`src/rtl/afe_spi_pkg.sv`:
```
// afe_spi_pkg: FSM states, byte indices and AFE4400 SPI constants
package afe_spi_pkg;
   typedef enum logic [2:0] {S_IDLE, S_CSS, S_SETTLE, S_LOAD, S_SHIFT, S_DONE, S_WAIT, S_HOLD} state_t;
   localparam logic [1:0] PART_ADDR = 2'd0;
   localparam logic [1:0] PART_H    = 2'd1;
   localparam logic [1:0] PART_M    = 2'd2;
   localparam logic [1:0] PART_L    = 2'd3;
   localparam logic [7:0]  AFE_CONTROL0     = 8'h00;
   localparam int          AFE_SPI_READ_BIT = 0;
   localparam logic [23:0] AFE_SPI_READ     = 24'h000001;
endpackage

```
`src/rtl/afe_spi_master_if.sv`:
```
// afe_spi_master_if: byte request/response bus between init sequencer and SPI master
interface afe_spi_master_if;
   logic        wr_en;
   logic        rd_en;
   logic [7:0]  tx_data;
   logic [1:0]  data_part;
   logic        spi_done;
   logic        flash;
   logic        busy;
   logic [23:0] rd_data;
   logic        rd_valid;
   modport master (output wr_en, rd_en, tx_data,
                   input  data_part, spi_done, flash, busy, rd_data, rd_valid);
   modport slave  (input  wr_en, rd_en, tx_data,
                   output data_part, spi_done, flash, busy, rd_data, rd_valid);
endinterface

```
`src/rtl/afe_spi_shifter.sv`:
```
// afe_spi_shifter: SCLK divider, mode-0 MSB-first byte shifter and MISO capture
module afe_spi_shifter #(
   parameter int HALF_DIV = 1
) (
   input  logic        div_clk,
   input  logic        rst_n,
   input  logic        load,
   input  logic [7:0]  tx_byte,
   input  logic        spi_miso,
   output logic        done,
   output logic        spi_sclk,
   output logic        spi_mosi,
   output logic [23:0] rx_word
);
   localparam int DW = HALF_DIV > 1 ? $clog2(HALF_DIV) : 1;
   logic [7:0]    shreg;
   logic [2:0]    bit_cnt;
   logic [DW-1:0] div_cnt;
   logic          active;
   logic          half_end;
   assign half_end = div_cnt == DW'(HALF_DIV - 1);
   assign done     = active && spi_sclk && half_end && bit_cnt == 3'd7;
   assign spi_mosi = shreg[7];
   // Low half presents MOSI, rising edge captures MISO, falling edge advances to next bit
   always_ff @(posedge div_clk or negedge rst_n) begin
      if (!rst_n) begin
         shreg    <= '0;
         bit_cnt  <= '0;
         div_cnt  <= '0;
         active   <= 1'b0;
         spi_sclk <= 1'b0;
         rx_word  <= '0;
      end else if (load) begin
         shreg    <= tx_byte;
         bit_cnt  <= '0;
         div_cnt  <= '0;
         active   <= 1'b1;
         spi_sclk <= 1'b0;
      end else if (active) begin
         div_cnt <= half_end ? '0 : div_cnt + 1'b1;
         if (half_end && !spi_sclk) begin
            spi_sclk <= 1'b1;
            rx_word  <= {rx_word[22:0], spi_miso};
         end
         if (half_end && spi_sclk) begin
            spi_sclk <= 1'b0;
            shreg    <= {shreg[6:0], 1'b0};
            bit_cnt  <= bit_cnt + 3'd1;
            active   <= !done;
         end
      end
   end
endmodule

```
`src/rtl/afe_spi_master.sv`:
```
// afe_spi_master: AFE4400 32-bit write / 24-bit read-back SPI frame sequencer
module afe_spi_master
   import afe_spi_pkg::*;
#(
   parameter int HALF_DIV = 1,
   parameter int CSS_CYC  = 2,
   parameter int GAP_CYC  = 4
) (
   input  logic                   div_clk,
   input  logic                   rst_n,
   afe_spi_master_if.slave        bus,
   input  logic                   spi_miso,
   output logic                   spi_sclk,
   output logic                   spi_mosi,
   output logic                   spi_cs_n
);
   state_t      state, state_d;
   logic [15:0] cnt, cnt_d;
   logic        rd_mode, rd_mode_d;
   logic [1:0]  part, part_d;
   logic [23:0] rd_q, rd_d, rx_word;
   logic        load, sh_done, valid_d, flash_d;
   logic        done_q, flash_q, valid_q, busy_q, cs_n_q;
   logic [7:0]  tx_byte;
   assign tx_byte       = (rd_mode && part != PART_ADDR) ? 8'h00 : bus.tx_data;
   assign bus.data_part = part;
   assign bus.spi_done  = done_q;
   assign bus.flash     = flash_q;
   assign bus.busy      = busy_q;
   assign bus.rd_data   = rd_q;
   assign bus.rd_valid  = valid_q;
   assign spi_cs_n      = cs_n_q;
   afe_spi_shifter #(.HALF_DIV(HALF_DIV)) u_shifter (
      .div_clk  (div_clk),
      .rst_n    (rst_n),
      .load     (load),
      .tx_byte  (tx_byte),
      .spi_miso (spi_miso),
      .done     (sh_done),
      .spi_sclk (spi_sclk),
      .spi_mosi (spi_mosi),
      .rx_word  (rx_word)
   );
   // Next state and registered-output values; cnt restarts on every timed-state entry
   always_comb begin
      state_d   = state;
      cnt_d     = cnt + 16'd1;
      rd_mode_d = rd_mode;
      part_d    = part;
      rd_d      = rd_q;
      valid_d   = 1'b0;
      flash_d   = 1'b0;
      load      = 1'b0;
      case (state)
         S_IDLE: begin
            cnt_d = '0;
            if (bus.wr_en || bus.rd_en) begin
               state_d   = S_CSS;
               rd_mode_d = !bus.wr_en;
            end
         end
         S_CSS: if (cnt == 16'(CSS_CYC - 1)) begin
            state_d = S_SETTLE;
            cnt_d   = '0;
         end
         S_SETTLE: if (cnt == 16'd1) state_d = S_LOAD;
         S_LOAD: begin
            load    = 1'b1;
            state_d = S_SHIFT;
         end
         S_SHIFT: if (sh_done) state_d = S_DONE;
         S_DONE: begin
            part_d  = part + 2'd1;
            cnt_d   = '0;
            state_d = part == PART_L ? S_HOLD : S_WAIT;
            if (part == PART_L && rd_mode) begin
               rd_d    = rx_word;
               valid_d = 1'b1;
            end
         end
         S_WAIT: if (bus.wr_en || rd_mode) begin
            state_d = S_SETTLE;
            cnt_d   = '0;
         end
         S_HOLD: if (cnt == 16'(GAP_CYC - 1)) begin
            state_d = S_IDLE;
            flash_d = 1'b1;
         end
         default: state_d = S_IDLE;
      endcase
   end
   // State and output registers; reset aborts any frame and releases cs_n at once
   always_ff @(posedge div_clk or negedge rst_n) begin
      if (!rst_n) begin
         state   <= S_IDLE;
         cnt     <= '0;
         rd_mode <= 1'b0;
         part    <= PART_ADDR;
         rd_q    <= '0;
         valid_q <= 1'b0;
         flash_q <= 1'b0;
         done_q  <= 1'b0;
         busy_q  <= 1'b0;
         cs_n_q  <= 1'b1;
      end else begin
         state   <= state_d;
         cnt     <= cnt_d;
         rd_mode <= rd_mode_d;
         part    <= part_d;
         rd_q    <= rd_d;
         valid_q <= valid_d;
         flash_q <= flash_d;
         done_q  <= state == S_SHIFT && sh_done;
         busy_q  <= state_d != S_IDLE;
         cs_n_q  <= state_d == S_IDLE || state_d == S_HOLD;
      end
   end
endmodule

```
`src/flat_wrapper.sv`:
```
// flat-port wrapper written by rule: the top's interface ports become plain ports
module afe_spi_master_flat import afe_spi_pkg::*;
#(
   parameter int HALF_DIV = 1,
   parameter int CSS_CYC  = 2,
   parameter int GAP_CYC  = 4
)
  (div_clk, rst_n, spi_miso, spi_sclk, spi_mosi, spi_cs_n, bus_wr_en, bus_rd_en, bus_tx_data, bus_data_part, bus_spi_done, bus_flash, bus_busy, bus_rd_data, bus_rd_valid);
  afe_spi_master_if bus_i ();
  input  logic div_clk;
  input  logic rst_n;
  input  logic spi_miso;
  output logic spi_sclk;
  output logic spi_mosi;
  output logic spi_cs_n;
  input wire logic [$bits(bus_i.wr_en)-1:0] bus_wr_en;
  input wire logic [$bits(bus_i.rd_en)-1:0] bus_rd_en;
  input wire logic [$bits(bus_i.tx_data)-1:0] bus_tx_data;
  output wire logic [$bits(bus_i.data_part)-1:0] bus_data_part;
  output wire logic [$bits(bus_i.spi_done)-1:0] bus_spi_done;
  output wire logic [$bits(bus_i.flash)-1:0] bus_flash;
  output wire logic [$bits(bus_i.busy)-1:0] bus_busy;
  output wire logic [$bits(bus_i.rd_data)-1:0] bus_rd_data;
  output wire logic [$bits(bus_i.rd_valid)-1:0] bus_rd_valid;
  assign bus_i.wr_en = bus_wr_en;
  assign bus_i.rd_en = bus_rd_en;
  assign bus_i.tx_data = bus_tx_data;
  assign bus_data_part = bus_i.data_part;
  assign bus_spi_done = bus_i.spi_done;
  assign bus_flash = bus_i.flash;
  assign bus_busy = bus_i.busy;
  assign bus_rd_data = bus_i.rd_data;
  assign bus_rd_valid = bus_i.rd_valid;
  afe_spi_master #(.HALF_DIV(HALF_DIV), .CSS_CYC(CSS_CYC), .GAP_CYC(GAP_CYC)) u_core (.div_clk(div_clk), .rst_n(rst_n), .bus(bus_i), .spi_miso(spi_miso), .spi_sclk(spi_sclk), .spi_mosi(spi_mosi), .spi_cs_n(spi_cs_n));
endmodule
```
`config.mk`:
```
export PLATFORM = sky130hd
export DESIGN_NAME = afe_spi_master_flat
export DESIGN_NICKNAME = d
export VERILOG_FILES = /design/src/rtl/afe_spi_pkg.sv /design/src/rtl/afe_spi_master_if.sv /design/src/rtl/afe_spi_shifter.sv /design/src/rtl/afe_spi_master.sv /design/src/flat_wrapper.sv
export SDC_FILE = /design/constraint.sdc
export NUM_CORES = 1
export LEC_CHECK = 0
export ABC_AREA = 1
export BUFFER_PORTS_ARGS = -buffer_cell sky130_fd_sc_hd__buf_2
export CAP_MARGIN = 25
export CORE_UTILIZATION = 58
export CTS_BUF_LIST = sky130_fd_sc_hd__clkbuf_4
export CTS_CLUSTER_SIZE = 8
export DETAILED_ROUTE_END_ITERATION = 6
export GPL_TIMING_DRIVEN = 1
export PLACE_DENSITY = 0.8
export SLEW_MARGIN = 5
export SYNTH_ARGS = -nofsm -noshare
export SYNTH_HDL_FRONTEND = slang
export SYNTH_SLANG_ARGS = --single-unit
```
`constraint.sdc`:
```
create_clock -name div_clk -period 2.12 [get_ports div_clk]
set_input_delay 0.106 -clock div_clk [delete_from_list [all_inputs] [get_ports div_clk]]
set_output_delay 0.106 -clock div_clk [all_outputs]
set_load 0.01 [all_outputs]
```
==> out/results.txt <==
Post-route setup TNS: 0 ns
Sink Count: 88
Total via count after detailed routing: 2783
Worst slew margin relative to its limit: 0.720
GRT Residual Overflow: 0
Unrepaired setup endpoints after global routing: no
Drt initial violations: 170
Leading cell type by number of instances after synthesis: dfrtp_1
Residual DRC: 0
Final Skew: 0.0229 ns
Worst hold margin: 0.135 ns
Standard cell core area: 6310 µm²
Post-Place Worst Slack: 0.472 ns
Antenna violation net count after detailed routing: 0
Number of hold violations in the final report: 0
Number of filler instances in the final layout: 514
Maximum number of pins on one net before global-route repair: 57
Final clock period utilization by the worst path: 0.794
Startpoint kind of the worst setup timing path: flop
Initial antenna violation count: 0
Cell Pwr Density: 598 nW/µm²
Highest clock frequency the design can meet: 0.594 GHz
Post-synthesis sequential area ratio: 0.583
Syn Nets: 416
Count of antenna diodes in the layout: 0
Leading register cell type out of synthesis: dfrtp_1
Min Tclk post-route: 1.68 ns
NumNets Final: 479
Number of port buffers: 45
CTS tree: done
Library cell with the largest summed area after synthesis: dfrtp_1
Number of CTS-inserted buffers: 9
Final GP Congestion: 0.885
Logic gate share of total power: 0.033
VDD IR max: 0.400 mV
Slew @ Worst Pin: 0.421 ns
Count of synthesis-stage warnings from yosys: 0
Vertical extent of the die: 82.7 µm
Type of the most critical hold path: in2async
Gate count of the mapped netlist: 397
Setup-violating endpoint count in the final report: 0
Top-level I/O count: 46
Area taken by multi-input logic gates: 1350 µm²
First-pass GRT wire length: 11.2 mm
CP arrival: 1.98 ns
CTS H-tree depth: 3
Count of hold buffers inserted by post-cts repair: 12
Static leakage power: 2.23 nW
Number of cells upsized or downsized after cts: 0
Asr flop ratio synth: 1.00
Internal power contribution: 1.97 mW
Type of element capturing the critical path: flop
Crit-path max FO: 10
Area added between synthesis and finish: 14.5%
Fraction of post-synthesis cell area in the top cell type by area: 0.576
Final WL: 6.75 mm
EDFF count, synth: 0
Overall routing resource usage: 0.219
Net switching fraction of the power: 0.238
Number of vias per cell after detailed routing: 5.13
Die W: 82.7 µm
Setup slack of the critical path after layout: 0.436 ns
Initial cell density of the core: 0.598
Placement Rows: 29
Placed cell area: 4090 µm²
Mean instance size in the synthesized netlist: 9.52 µm²
Total of flip-flops plus latches after synthesis: 88
Commonest cells in the netlist: 87 x dfrtp_1, 75 x nand2_1, 69 x nor2_1
Relative contribution of the clock network to total power: 0.308
Routed WL per cell: 12.5 µm
Result of the run: finished clean
Dominant cells by area after synthesis: dfrtp_1 58%, nand2_1 7.5%, nor2_1 6.9%
Sequential cell fraction of total power: 0.659
Area occupied by registers: 2200 µm²
P_sw: 0.616 mW
Clock root buffer: clkbuf_4
Start-to-end type of the worst setup path: reg2reg
First drt pass iteration count: 4
HPWL reported at the end of detailed placement: 4.70 mm
Design area: 4330 µm²
Number of unique standard cell types used by synthesis: 35
Clock Pin Slew Worst Setup and Hold Paths: 0.14 ns
Number of global-route vias before repair: 2533
Core occupancy in the finished layout: 0.685
Max capacitance violation total: 0
Die area: 6840 µm²
Maximum count of clock buffers along a single path: 2
Post-CTS setup buffer count: 0
Worst endpoint required time: 2.42 ns
Count of final max-slew check failures: 0
Clock insertion delay at the later pin of the skew report: 0.43 ns
Share of final-layout standard cells stronger than drive strength 1: 0.200
Area of the mapped netlist: 3780 µm²
-- metrics by stage --
stage / power [mW] / instances
6_report: 2.59 / 542
5_1_grt: 2.69 / 542
4_1_cts: 2.62 / 542
3_5_place_dp: 1.81 / 514
3_3_place_gp: 1.81 / 514
2_1_floorplan: 1.75 / 397
-- per-layer routing --
metal,wire length [µm],vias to the layer above,global-route usage
met5,0,-,0
met4,90,0,0.0724
met3,206,11,0.0451
met2,3320,45,0.362
met1,3140,1322,0.289
li1,-,1405,-
-- cells by family (layout without fill, tap and decap cells) --
family          count (synthesis)  in the layout  share of synthesized area
buf+inv                        51            119                     0.0603
xor+xnor                        6              6                     0.0139
fa+ha+maj                       6              6                     0.0199
compound gates                 59             59                     0.0911
mux                            12             12                     0.0358
simple gates                  175            175                      0.196
flops                          88             88                      0.583
-- path summary, 6_finish.rpt --
path                                                             from                               endpoint  slack, ns  cells after the start
worst max-delay path                        u_core.state[0]$_DFF_PN0_                u_core.cnt[7]$_DFF_PN0_       0.44                      6
worst min-delay path                                            rst_n     u_core.bus.rd_data[20]$_DFFE_PN0P_       0.13                      2
worst max register to register              u_core.state[0]$_DFF_PN0_                u_core.cnt[7]$_DFF_PN0_       0.44                      6
worst min register to register  u_core.u_shifter.shreg[2]$_DFFE_PN0P_  u_core.u_shifter.shreg[3]$_DFFE_PN0P_       0.51                      2
max in group asynchronous                                       rst_n                u_core.cnt[5]$_DFF_PN0_       1.35                      3
min in group div_clk                                   bus_tx_data[5]  u_core.u_shifter.shreg[5]$_DFFE_PN0P_       0.42                      4
-- layout by cell type (no fill, tap or decap), drive strengths merged, types with 2 or more instances in the layout --
cell         instances
a21oi               27
a22o                 2
a31oi                4
buf                 49
clkbuf               9
clkinv               7
dfrtp               87
dlygate4sd3         12
ha                   6
inv                 42
mux2                12
nand2               76
nand3               19
nor2                71
nor3                 6
o211ai               2
o21ai               22
xnor2                3
xor2                 3
-- registers in the layout, summed over array words and instances (netlist names) --
register,cells
u_core.u_shifter.active,1
u_core.bus.data_part,2
u_core.state,3
u_core.spi_cs_n,1
u_core.bus.busy,1
u_core.u_shifter.rx_word,24
u_core.rd_mode,1
u_core.u_shifter.shreg,8
u_core.cnt,16
u_core.u_shifter.bit_cnt,3
u_core.bus.spi_done,1
u_core.bus.rd_valid,1
u_core.u_shifter.spi_sclk,1
u_core.bus.rd_data,24
u_core.bus.flash,1
-- area by class of cell --
| type | count | area share |
|---|---|---|
| clock buffers | 9 | 0.0156 |
| clock inverters | 7 | 0.0107 |
| well taps | 77 | 0.0223 |
| inverters | 42 | 0.0364 |
| multi-input cells | 258 | 0.313 |
| flip-flops and latches | 88 | 0.509 |
| repair buffers | 61 | 0.0931 |
-- power by group through the flow --
| stage | logic (mW) | registers, mW | clock network, mW |
|---|---|---|---|
| finish | 0.0864 | 1.71 | 0.796 |
| global route | 0.100 | 1.71 | 0.885 |
| CTS | 0.0891 | 1.71 | 0.823 |
| detailed placement | 0.0719 | 1.74 | 0 |
| global placement | 0.0696 | 1.74 | 0 |
| floorplan | 0.0184 | 1.73 | 0 |
-- worst max-delay path, cell delays in order (launching register included) --
cell,delay (ns)
dfrtp_1,0.48
inv_1,0.16
nand2_1,0.12
o31ai_1,0.33
nand2_2,0.19
inv_2,0.21
nor2_1,0.08
Note: power is estimated with default switching activity, not from simulation.
